`config.mk`:
```
export PLATFORM = sky130hd
export DESIGN_NAME = syscall_print_engine
export DESIGN_NICKNAME = d
export VERILOG_FILES = /design/src/rtl/syscall_pkg.sv /design/src/rtl/syscall_print_engine.sv
export SDC_FILE = /design/constraint.sdc
export NUM_CORES = 1
export LEC_CHECK = 0
export BUFFER_PORTS_ARGS = -buffer_cell sky130_fd_sc_hd__clkbuf_2
export CELL_PAD_IN_SITES_DETAIL_PLACEMENT = 1
export CELL_PAD_IN_SITES_GLOBAL_PLACEMENT = 1
export CORE_ASPECT_RATIO = 0.8
export CORE_MARGIN = 2
export CORE_UTILIZATION = 35
export CTS_CLUSTER_DIAMETER = 150
export DETAILED_ROUTE_END_ITERATION = 7
export GPL_TIMING_DRIVEN = 0
export PLACE_DENSITY = 0.87
export SYNTH_ARGS = -nofsm -noshare
export SYNTH_HDL_FRONTEND = slang
export SYNTH_SLANG_ARGS = --single-unit
```
`constraint.sdc`:
```
create_clock -name clk -period 2.5 [get_ports clk]
set_input_delay 0.5 -clock clk [delete_from_list [all_inputs] [get_ports clk]]
set_output_delay 0.5 -clock clk [all_outputs]
set_load 0.005 [all_outputs]
```
`src/rtl/syscall_pkg.sv`:
```
// Shared definitions for the syscall print path: FSM states, syscall codes and
// the big-endian byte-lane selector used by the print engine.
package syscall_pkg;

  typedef enum logic [2:0] {
    ST_IDLE  = 3'd0,
    ST_FETCH = 3'd1,
    ST_WAIT  = 3'd2,
    ST_EMIT  = 3'd3,
    ST_DONE  = 3'd4
  } state_t;

  localparam logic [31:0] SYS_PRINT_INT = 32'd1;
  localparam logic [31:0] SYS_PRINT_STR = 32'd4;
  localparam logic [31:0] SYS_EXIT      = 32'd10;

  localparam logic [7:0] NUL = 8'h00;

  // Memory words are big-endian: byte offset 0 lives in bits 31:24.
  function automatic logic [7:0] byte_lane(input logic [31:0] word, input logic [1:0] off);
    logic [7:0] b;
    case (off)
      2'd0:    b = word[31:24];
      2'd1:    b = word[23:16];
      2'd2:    b = word[15:8];
      default: b = word[7:0];
    endcase
    return b;
  endfunction

endpackage

```
`src/rtl/syscall_print_engine.sv`:
```
// Print-string syscall engine: walks a NUL-terminated string in data memory one
// word at a time and streams its bytes to the console while stalling the CPU.
module syscall_print_engine
  import syscall_pkg::*;
#(
  parameter int MAX_LEN     = 256,
  parameter int MEM_LAT_MAX = 16
) (
  input  logic        clk,
  input  logic        rst_n,
  input  logic        print_req,
  input  logic [31:0] str_addr,
  output logic        mem_rd_en,
  output logic [31:0] mem_addr,
  input  logic [31:0] mem_rd_data,
  input  logic        mem_rd_valid,
  output logic        char_valid,
  output logic [7:0]  char_data,
  input  logic        char_ready,
  output logic        sysstall,
  output logic        done,
  output logic        err,
  output logic [2:0]  state_dbg
);

  localparam int CW = $clog2(MAX_LEN + 1);
  localparam logic [CW-1:0] MAX_CNT = CW'(MAX_LEN);

  if (MAX_LEN < 1 || MEM_LAT_MAX < 1) begin : g_param_check
    $error("syscall_print_engine: MAX_LEN and MEM_LAT_MAX must be at least 1");
  end

  // Handshakes: char_data is transferred on a rising edge where char_valid and
  // char_ready are both high; char_valid/char_data hold until then. mem_rd_en is
  // a single-cycle strobe and the matching mem_rd_valid is only honoured in WAIT.

  state_t        state_q, state_d;
  // addr_q[1:0] doubles as the byte offset, so advancing one byte is addr_q + 1
  // and carrying out of offset 3 naturally lands on the next word at offset 0.
  logic [31:0]   addr_q, addr_d;
  logic [CW-1:0] count_q, count_d;
  logic [31:0]   buf_q, buf_d;
  logic          err_q, err_d;

  logic [7:0]    cur_byte;
  logic [CW-1:0] count_inc;

  assign cur_byte  = byte_lane(buf_q, addr_q[1:0]);
  assign count_inc = count_q + CW'(1);

  assign sysstall  = print_req | (state_q != ST_IDLE);
  assign err       = err_q;
  assign state_dbg = state_q;

  always_ff @(posedge clk) begin
    if (!rst_n) begin
      state_q <= ST_IDLE;
      addr_q  <= '0;
      count_q <= '0;
      buf_q   <= '0;
      err_q   <= 1'b0;
    end else begin
      state_q <= state_d;
      addr_q  <= addr_d;
      count_q <= count_d;
      buf_q   <= buf_d;
      err_q   <= err_d;
    end
  end

  always_comb begin
    state_d    = state_q;
    addr_d     = addr_q;
    count_d    = count_q;
    buf_d      = buf_q;
    err_d      = err_q;
    mem_rd_en  = 1'b0;
    mem_addr   = 32'h0000_0000;
    char_valid = 1'b0;
    char_data  = NUL;
    done       = 1'b0;

    case (state_q)
      ST_IDLE: begin
        if (print_req) begin
          addr_d  = str_addr;
          count_d = '0;
          err_d   = 1'b0;
          state_d = ST_FETCH;
        end
      end

      ST_FETCH: begin
        mem_rd_en = 1'b1;
        mem_addr  = {addr_q[31:2], 2'b00};
        state_d   = ST_WAIT;
      end

      ST_WAIT: begin
        if (mem_rd_valid) begin
          buf_d   = mem_rd_data;
          state_d = ST_EMIT;
        end
      end

      ST_EMIT: begin
        if (cur_byte == NUL) begin
          state_d = ST_DONE;
        end else begin
          char_valid = 1'b1;
          char_data  = cur_byte;
          if (char_ready) begin
            count_d = count_inc;
            if (count_inc == MAX_CNT) begin
              err_d   = 1'b1;
              state_d = ST_DONE;
            end else begin
              addr_d = addr_q + 32'd1;
              if (addr_q[1:0] == 2'd3) begin
                state_d = ST_FETCH;
              end
            end
          end
        end
      end

      ST_DONE: begin
        done    = 1'b1;
        state_d = ST_IDLE;
      end

      default: begin
        state_d = ST_IDLE;
      end
    endcase
  end

endmodule

```
### Word level (Yosys, flattened, before mapping)

Cells that the tools add are included.

* logic and storage cells: 63
* bits of input ports: 69
* flip-flop bits (word level): 77

* reductions and logical operators: 10
* add/sub/neg operators: 2
* multiplexer cells: 29
* bitwise operators: 1
* eq/ne operators: 16

Operators with widths (number)
* two-way mux 32 bit: 5
* one-hot mux 32 bit (2 select lines): 1
* adder 32 x 1 -> 32 bit, second input constant: 1
* two-way mux 9 bit: 3
* one-hot mux 8 bit (3 select lines): 1
* two-way mux 3 bit: 6
* one-hot mux 9 bit (2 select lines): 1
* two-way mux 8 bit: 2
* inequality test 2 bit, second input constant: 6
* one-hot mux 3 bit (4 select lines): 1
* AND reduction 5 bit: 2
* adder 9 x 1 -> 9 bit, second input constant: 1
* == test 9 bit, second input constant: 1
* zero test 8 bit: 1
* two-way mux 1 bit: 8
* AND reduction 4 bit: 2
* == test 3 x 2 -> 1 bit, second input constant: 2
* == test 2 bit, second input constant: 2
* inequality test 4 bit, second input constant: 1
* == test 3 x 1 -> 1 bit, second input constant: 1
* == test 3 bit, second input constant: 1
* zero test 3 bit: 1
* inequality test 3 bit, second input constant: 1
* nonzero test 3 bit: 1
* other kinds (6): 6

### Logic depth before layout (Yosys ltp)

Gate-level depths: netlist (run 1).

* depth after elaboration: 6
* mapped depth: 13

### Worst setup path after synthesis (run 1)

OpenSTA, ideal clock, no wires.

* kind: register -> register
* start point: reg addr_q[1]
* end point: reg state_q[0] (netlist: state_dbg[0])
* setup time: 0.122 ns
* clock period less this slack: 2.442 ns
* stages on the path, launching flop included: 12
* buffers on the path: 2
* slack: 0.058 ns
* arrival: 2.321 ns
* cells stage by stage: dfxtp_1 > inv_1 > ha_1 > buf_6 > a222oi_1 > a31oi_1 > or2_1 > buf_6 > nor2_8 > nor2_4 > a21bo_1 > o311a_1

* cells in the longest elaborated chain, start to end: 5
* elaborated cells between the ends (all ways): 11

RTL lines
* start, declared: line syscall_print_engine.sv:40 `logic [31:0] addr_q, addr_d;`
* start signal, assigned: line syscall_print_engine.sv:64 `addr_q <= addr_d;`
* == test 2 bit, or another cell as far along: line syscall_pkg.sv:22 `case (off)`
* one-hot mux 8 bit (3 select lines): line syscall_pkg.sv:22
* zero test 8 bit: line syscall_print_engine.sv:107 `if (cur_byte == NUL) begin`
* inequality test 4 bit (no source line), or another cell as far along
* AND reduction 4 bit (no source line) / one-hot mux 3 bit (4 select lines) (equally long branches)
* end signal, assigned: line syscall_print_engine.sv:63 `state_q <= state_d;`
* end, declared: line syscall_print_engine.sv:37 `state_t state_q, state_d;`

Several ways; a longest one is shown, not always the timed one.
A chain may end at the register's enable or synchronous reset.

### Worst setup path in the final report (run 1)

* start point: reg addr_q[1]
* end point: reg addr_q[14]

* cells in the longest elaborated chain, start to end: 5
* elaborated cells between the ends (all ways): 12

RTL lines
* adder 32 x 1 -> 32 bit, or another cell as far along: line syscall_print_engine.sv:118 `addr_d = addr_q + 32'd1;`
* two-way mux 32 bit / one-hot mux 8 bit (3 select lines) (equally long branches): line syscall_print_engine.sv:114, syscall_pkg.sv:22
* two-way mux 32 bit / zero test 8 bit (equally long branches): line syscall_print_engine.sv:112, syscall_print_engine.sv:107
* two-way mux 32 bit / inequality test 2 bit (equally long branches)
* one-hot mux 32 bit (2 select lines) / AND reduction 5 bit (equally long branches)

Several ways; a longest one is shown, not always the timed one. The select of a mux whose other input is x is not followed.

==> results of run 1 <==
flip-flops by register name, summed over array words and instances (netlist names):
register and flops:
addr_q 32, buf_q 32, count_q 9, state_dbg 3, err 1
area by class of cell:
cell class              count  share of cell area
plain buffers              37             0.03781
clock buffers               9             0.03490
clock inverters             7             0.01241
inverters                   7            0.005236
multi-input cells         465              0.4745
flip-flops and latches     77              0.2408
well taps                 175             0.03393
repair buffers            161              0.1604
worst paths after layout:
path / slack (ns) / depth (start not counted) / to / startpoint
max: -0.34 / 12 / addr_q[14] / addr_q[1]
min: 0.36 / 3 / buf_q[18] / mem_rd_data[18]
max reg2reg: -0.34 / 12 / addr_q[14] / addr_q[1]
min reg2reg: 0.47 / 2 / buf_q[16] / buf_q[16]
power groups by stage:
stage	logic, mW	registers [mW]	clock network, mW
CTS	1.31	1.49	1.41
finish	1.70	1.51	1.41
global placement	0.990	1.49	0
detailed placement	1.03	1.50	0
floorplan	0.706	1.46	0
global route	1.78	1.52	1.46
layout by cell type (no fill, tap or decap), drive strengths merged, types with 13 or more instances in the layout:
master  count
clkbuf    141
nand2     111
dfxtp      77
a21oi      71
buf        66
nor2       33
and2       32
o21ai      29
nor3       27
nand3      25
nand4      13
cells by family (layout without fill, tap and decap cells):
family                     Yosys count  in the layout  share of synthesized area
xor gates and xnor gates             1              1                   0.001934
other                                1              2                  0.0008279
adders and majority gates            5              5                    0.01381
AOI/OAI and AO/OA                  171            171                     0.2685
and+or+nand+nor                    280            281                     0.3077
muxes                                5              5                    0.01133
buffers and inverters               50            221                    0.05552
DFF                                 77             77                     0.3403
routing by layer:
metal	GRT usage	wire, um	part of all wire	vias up
met5	0	0	0	-
met4	0.1289	830	0.040	0
met3	0.06253	1687	0.081	83
met2	0.4470	9999	0.48	323
met1	0.3344	8252	0.40	2728
li1	-	-	-	2494
worst max-delay path: stages, from the launching register on:
cell,delay [ns]
sky130_fd_sc_hd__dfxtp_4,0.38
sky130_fd_sc_hd__inv_4,0.05
sky130_fd_sc_hd__ha_4,0.18
sky130_fd_sc_hd__buf_4,0.14
sky130_fd_sc_hd__a222oi_1,0.48
sky130_fd_sc_hd__and3_1,0.29
sky130_fd_sc_hd__o22ai_4,0.12
sky130_fd_sc_hd__buf_4,0.17
sky130_fd_sc_hd__o21ai_4,0.29
sky130_fd_sc_hd__o21ai_4,0.17
sky130_fd_sc_hd__buf_8,0.19
sky130_fd_sc_hd__a21oi_2,0.15
sky130_fd_sc_hd__a211oi_2,0.06
per-stage QoR:
stage          TNS (ns)  worst slack, ns  hold WS, ns  instance area (um2)
2_1_floorplan         0          0.05776       0.4312                 4533
5_1_grt          -13.26          -0.3920       0.3690                 6452
4_1_cts          -1.365          -0.1828       0.3544                 6056
3_5_place_dp     -16.29          -0.4784       0.4539                 5323
3_3_place_gp     -12.27          -0.3736       0.4416                 5323
6_report         -10.38          -0.3450       0.3623                 6452
repair_timing:
action,4_1_cts,5_1_grt
resized for setup,57,67
cloned,3,2
endpoints found under the setup margin,85,81
pin swaps,18,28
setup buffers,27,18
hold buffers,0,0
==> results, run 1 <==
- The initial standard-cell utilization of the core is 0.3558.
- The largest net degree at the start of global routing is 16.
- Subtracting the final worst setup slack from the clock period gives 2.845 ns.
- Including well taps, the total number of placed cells is 880.
- For this design the total switching power over the nets is 1.700 mW.
- The maximum clock rate is 351.5 MHz.
- The number of vias per cell is 6.000.
- The cell count after synthesis is 590.
- The maximum level of the CTS H-tree is 3.
- The chip width is 131.2 um.
- The number of inserted filler cells in the final layout is 1581.
- The most common cell in the synthesized netlist is sky130_fd_sc_hd__nand2_1.
- The via total after detailed routing is 5628.
- The share of the Yosys chip area taken by registers is 0.3403.
- The pre-antenna-repair detailed-routing pass consisted of 6 iterations.
- The capturing element type of the critical path is a flip-flop.
- In the post-synthesis netlist, the biggest area contributors are sky130_fd_sc_hd__dfxtp_1, sky130_fd_sc_hd__nand2_1, sky130_fd_sc_hd__a21oi_1.
- The number of global-route vias before repair is 5632.
- The routed length per placed instance is 22.14 um.
- The clock net in this run drives a total of 77 sinks.
- The detail route stage leaves a number of antenna-violating nets equal to 0.
- The number of I/O pins is 117.
- The number of flops mapped to enable cells by yosys is 0.
- The transition time at the pin with the least slew margin is 0.8560 ns.
- The number of antenna repair diodes is 0.
- The final-stage net count is 832.
- The initial antenna violation count came to 0.
- Of the total power, combinational logic draws 0.368.
- The wire length of the first global-routing pass is 29790 um.
- In this run the deepest clock path goes through 2 buffers.
- The cell chosen for the clock root is sky130_fd_sc_hd__clkbuf_16.
- Of the total power, the clock network draws 0.305.
- The number of buffers created by CTS is 9.
- Of the post-synthesis cell area, the dominant cell type holds 0.3403.
- The worst-case IR drop observed on VDD is 0.4023 mV.
- At the end of the flow the core is filled with cells to 0.5068.
- After synthesis, the netlist uses 73 different library cells.
- The arrival time at the worst endpoint is 3.05 ns.
- The flop and latch count out of synthesis is 77.
- The core region is 12730 um2.
- The final instance count without filler cells is 938.
- The DRC violations left is 0.
- The commonest cells after synthesis are sky130_fd_sc_hd__nand2_1, sky130_fd_sc_hd__dfxtp_1, sky130_fd_sc_hd__a21oi_1.
- The vertical die dimension is 105.8 um.
- The setup skew after layout is 0.01759 ns.
- The layout-stage area growth over the synthesis result is 42.46%.
- The power per standard cell area is 716.0 nW/um2.
- The final wirelength is 20770 um.
- The kind of critical path is flip-flop to flip-flop.
- The clock reaches the later pin of the worst-skew pair after 0.37 ns.
- Of the total power, the share spent switching nets is 0.3680.
- The final worst-path setup slack is -0.3450 ns.
- The number of failing hold endpoints at the final stage is 0.
- In the global route stage, overall resource usage came out at 0.2703.
- Internal power comes to 2.920 mW.
- The post-synthesis cell type with the largest combined area is sky130_fd_sc_hd__dfxtp_1.
- The average footprint of a synthesized cell is 7.677 um2.
- The run finished, with violations left.
- The post-route clock period utilization is 1.138.
- The sequential group share of total power is 0.327.
- Setup violations remaining at the end of the flow were counted as 45.
- The final reports fail on setup timing.
- The fraction of layout instances using a drive strength above 1 is 0.3617.
- TritonCTS built the clock tree.
- The number of violations of the max-capacitance limit is 0.
- After floorplanning, the core was divided into 37 placement rows.
- The number of warning messages in the yosys log is 0.
- In this run the tightest slew margin relative to its limit is 0.4233.
- The worst setup path is launched from a flip-flop.
- The area used by multi-input combinational logic is 3062 um2.
- The predominant post-synthesis flop cell is sky130_fd_sc_hd__dfxtp_1.
- The die covers 13870 um2.
- The required time of the critical path is 2.71 ns.
- In the synthesized netlist the async set-or-reset flop fraction comes to 0.
- The area of all sequential standard cells is 1554 um2.
- The design draws 4.620 mW.
- Setup repair after global routing could not meet its margin everywhere.
- The number of max-slew violations in the final report is 0.
- Routability-driven placement finished with a final weighted congestion of 0.8876.
- The first routing iteration left 468 violations.
- The reported leakage power is 2.476 nW.
- After synthesis the cells add up to 4529 um2.
- Global routing finished with a remaining overflow of 0.
- Detailed placement ended at an HPWL of 12450 um.
- The class of the most critical hold timing path is input pin to flip-flop.
- During placement, the flow inserted port buffers numbering 114.
- The register clock-pin slew on the reported worst setup and hold paths is 0.08 ns.
- Of all nets on the critical path, the largest fanout is 7.
(Power assumes the default switching activity.)
==> inputs of run 2 (changes only) <==
Settings changed: CTS_CLUSTER_SIZE set to 40, MAX_ROUTING_LAYER set to met4.
==> run 2 against run 1 <==
- the run still ends with setup timing left
- combinational power about the same
- sequential share of layout area increased by 0.25 points
- via count decreased by 2.4%
- clock skew increased by 0.0022 ns
- power decreased by 0.29%
- flip-flop and latch count unchanged
- final cell count decreased by 0.32%
- die area unchanged
- register-to-register slack improved by 0.06 ns
- highest routed layer unchanged
==> results, run 2 (synthesis results as in run 1) <==
- Status: finished with violations (unchanged).
- Failing checks: setup timing (unchanged).
- The buffer depth of the longest clock path was 2 (unchanged).
- The class of the most critical hold timing path is input pin to flip-flop (unchanged).
- Top library cells by usage in the layout, fill and taps aside: sky130_fd_sc_hd__clkbuf_2, sky130_fd_sc_hd__nand2_1, sky130_fd_sc_hd__dfxtp_1, sky130_fd_sc_hd__a21oi_1, sky130_fd_sc_hd__and2_1 (was sky130_fd_sc_hd__clkbuf_2, sky130_fd_sc_hd__nand2_1, sky130_fd_sc_hd__dfxtp_1, sky130_fd_sc_hd__a21oi_1).
- The number of vias per cell is 5.876 (was 6.000).
- The vertical die dimension is 105.8 um (unchanged).
- The maximum clock rate is 357.8 MHz (was 351.5 MHz).
- The worst setup slack after placement was -0.4784 ns (unchanged).
- The HPWL after detailed placement is 12450 um (unchanged).
- The layout-stage area growth over the synthesis result is 40.97% (was 42.46%).
- The number of global-route vias before repair is 5644 (was 5632).
- The largest fanout on the critical path came to 8 (was 7).
- The fraction of layout instances using a drive strength above 1 is 0.3592 (was 0.3617).
- The cell chosen for the clock root is sky130_fd_sc_hd__clkbuf_16 (unchanged).
- The count of nets left with antenna violations after detail routing is 0 (unchanged).
- The routed length per placed instance is 21.96 um (was 22.14 um).
- The initial standard-cell utilization of the core came to 0.3558 (unchanged).
- The kind of cell adding the most delay to the critical path is buffers and inverters (was compound AO/OA/AOI/OAI gates).
- The count of TritonRoute iterations in the first routing pass is 7 (was 6).
- The core outline area is 12730 um2 (unchanged).
- The post-route clock period utilization came to 1.118 (was 1.138).
- The final-stage net count is 829 (was 832).
- The final wirelength was 20530 um (was 20770 um).
- The post-route worst hold slack was 0.3621 ns (was 0.3623 ns).
- The headroom to the max-slew limit came to 0.4014 (was 0.4233).
- The worst path buffer plus inverter count came to 4 (unchanged).
- The maximum ir drop on the vdd rail came to 0.3862 mV (was 0.4023 mV).
- The largest net degree at the start of global routing is 16 (unchanged).
- The source-to-sink clock delay at the later pin of the worst-skew pair is 0.37 ns (about the same).
- The kind of start point of the critical path is a flip-flop (unchanged).
- The number of hold buffers added after cts is 0 (unchanged).
- The via total after detailed routing was 5494 (was 5628).
- The number of violations of the max-capacitance limit is 0 (unchanged).
- The DRC violations left is 0 (unchanged).
- The wire length of the first global-routing pass was 29740 um (was 29790 um).
- The die outline area is 13870 um2 (unchanged).
- The delay contributed by the slowest stage of the critical path is 0.39 ns (was 0.48 ns).
- The clock tree from TritonCTS is built (unchanged).
- The power per standard cell area is 721.5 nW/um2 (was 716.0 nW/um2).
- The chip width is 131.2 um (unchanged).
- The DRC marker count from the first detailed-route iteration is 472 (was 468).
- The final critical delay including setup and external delays is 2.795 ns (was 2.845 ns).
- The maximum level of the CTS H-tree is 3 (unchanged).
- The number of port buffers is 114 (unchanged).
- The number of I/O pins is 117 (unchanged).
- The global routing usage summed across all routing layers is 0.2781 (was 0.2703).
- The final worst-path setup slack is -0.2948 ns (was -0.3450 ns).
- The register clock-pin slew on the reported worst setup and hold paths is 0.08 ns (about the same).
- The number of failing hold endpoints at the final stage is 0 (unchanged).
- The number of max-slew violations in the final report came to 0 (unchanged).
- The highest-delay cell along the critical path is sky130_fd_sc_hd__dfxtp_4 (was sky130_fd_sc_hd__a222oi_1).
- Top Registers: addr_q: 32 flops, buf_q: 32 flops, count_q: 9 flops (unchanged).
- The initial antenna violation count was 0 (unchanged).
- The overall power after layout is 4.606 mW (was 4.620 mW).
- The floorplan row count came to 37 (unchanged).
- The reported leakage power came to 2.454 nW (was 2.476 nW).
- The capturing element type of the critical path was an output port (was flip-flop).
- The number of buffers created by CTS came to 9 (unchanged).
- The transition time at the pin with the least slew margin was 0.8886 ns (was 0.8560 ns).
- The number of antenna repair diodes was 0 (unchanged).
- The kind of critical path is flip-flop to output port (was flip-flop to flip-flop).
- Critical Path, Cell by Cell: inv_4 -> ha_4 -> a222oi_1 -> buf_4 -> a31oi_1 -> or2_1 -> buf_6 -> nor2_8 -> nor2_4 -> clkbuf_2 (was inv_4 -> ha_4 -> buf_4 -> a222oi_1 -> and3_1 -> o22ai_4 -> buf_4 -> o21ai_4 -> o21ai_4 -> buf_8 -> a21oi_2 -> a211oi_2).
- The final weighted congestion in routability-driven placement is 0.9025 (was 0.8876).
- The required time of the critical path is 2.00 ns (was 2.71 ns).
- The leading cell type in the layout, fill and taps excluded was sky130_fd_sc_hd__clkbuf_2 (unchanged).
- The setup skew after layout is 0.01981 ns (was 0.01759 ns).
- The leftover overflow at the end of global routing is 0 (unchanged).
- The arrival time at the worst endpoint is 2.29 ns (was 3.05 ns).
- Setup repair after global routing missed its margin: yes (unchanged).
- The clock sink count is 77 (unchanged).
- The total setup violations reported at the end of the flow is 49 (was 45).
==> run 2: cell types whose count changed in the layout (fill, tap and decap cells not counted), moves of 2 or more <==
cell / change
sky130_fd_sc_hd__nor2_4: -2
sky130_fd_sc_hd__o21ai_0: +2
sky130_fd_sc_hd__o21ai_1: -2
sky130_fd_sc_hd__buf_4: -3
sky130_fd_sc_hd__nor2_2: +2
==> run 2: report_power, final <==
| part | switching [mW] | internal, mW | total (mW) |
|---|---|---|---|
| Clock | 0.627 | 0.790 | 1.42 |
| Sequential | 0.162 | 1.35 | 1.51 |
| Combinational | 0.906 | 0.773 | 1.68 |
==> run 2: final cells by class <==
cell class                 instances  area [um2]
buffer                            38       242.7
clock buffer                       9       225.2
clock inverter                     7       80.08
fill                            1583        6346
inverter                           7       31.28
multi-input combinational        464        3020
sequential                        77        1554
tap                              175       219.0
timing repair buffer             158        1012
==> run 2: routing by layer <==
metal,track usage,vias to the layer above,part of all wire
li1,-,2477,-
met4,0.1196,0,0.036
met2,0.4489,293,0.48
met3,0.06975,72,0.076
met5,-,-,0
met1,0.3321,2652,0.41
==> run 2: stage by stage <==
step | cells | util | instance area (um2) | TNS (ns)
global placement | 880 | 0.4181 | 5323 | -12.27
CTS | 921 | 0.4757 | 6056 | -1.365
floorplan | 591 | - | 4533 | 0
finish | 935 | 0.5015 | 6385 | -9.480
detailed placement | 880 | 0.4181 | 5323 | -16.29
global route | 935 | 0.5015 | 6385 | -14.31
==> run 2: worst min-delay path, stage by stage <==
cell and delay, ns:
sky130_fd_sc_hd__clkbuf_2 0.08, sky130_fd_sc_hd__nand2_1 0.05, sky130_fd_sc_hd__a21oi_1 0.05
==> run 2: path summary, 6_finish.rpt <==
kind | slack [ns] | start | cells past startpoint | to
setup reg to reg | -0.28 | addr_q[1] | 14 | addr_q[9]
hold reg to reg | 0.47 | buf_q[15] | 2 | buf_q[15]
hold / removal | 0.36 | mem_rd_data[23] | 3 | buf_q[23]
setup / recovery | -0.29 | addr_q[1] | 10 | char_valid
==> run 2: what timing repair did <==
| item | CTS | global route |
|---|---|---|
| resized for setup | 57 | 55 |
| hold endpoints to repair | 0 | 0 |
| setup buffers | 27 | 16 |
| pin swaps | 18 | 23 |
| endpoints found under the setup margin | 85 | 81 |
| cloned | 3 | 1 |
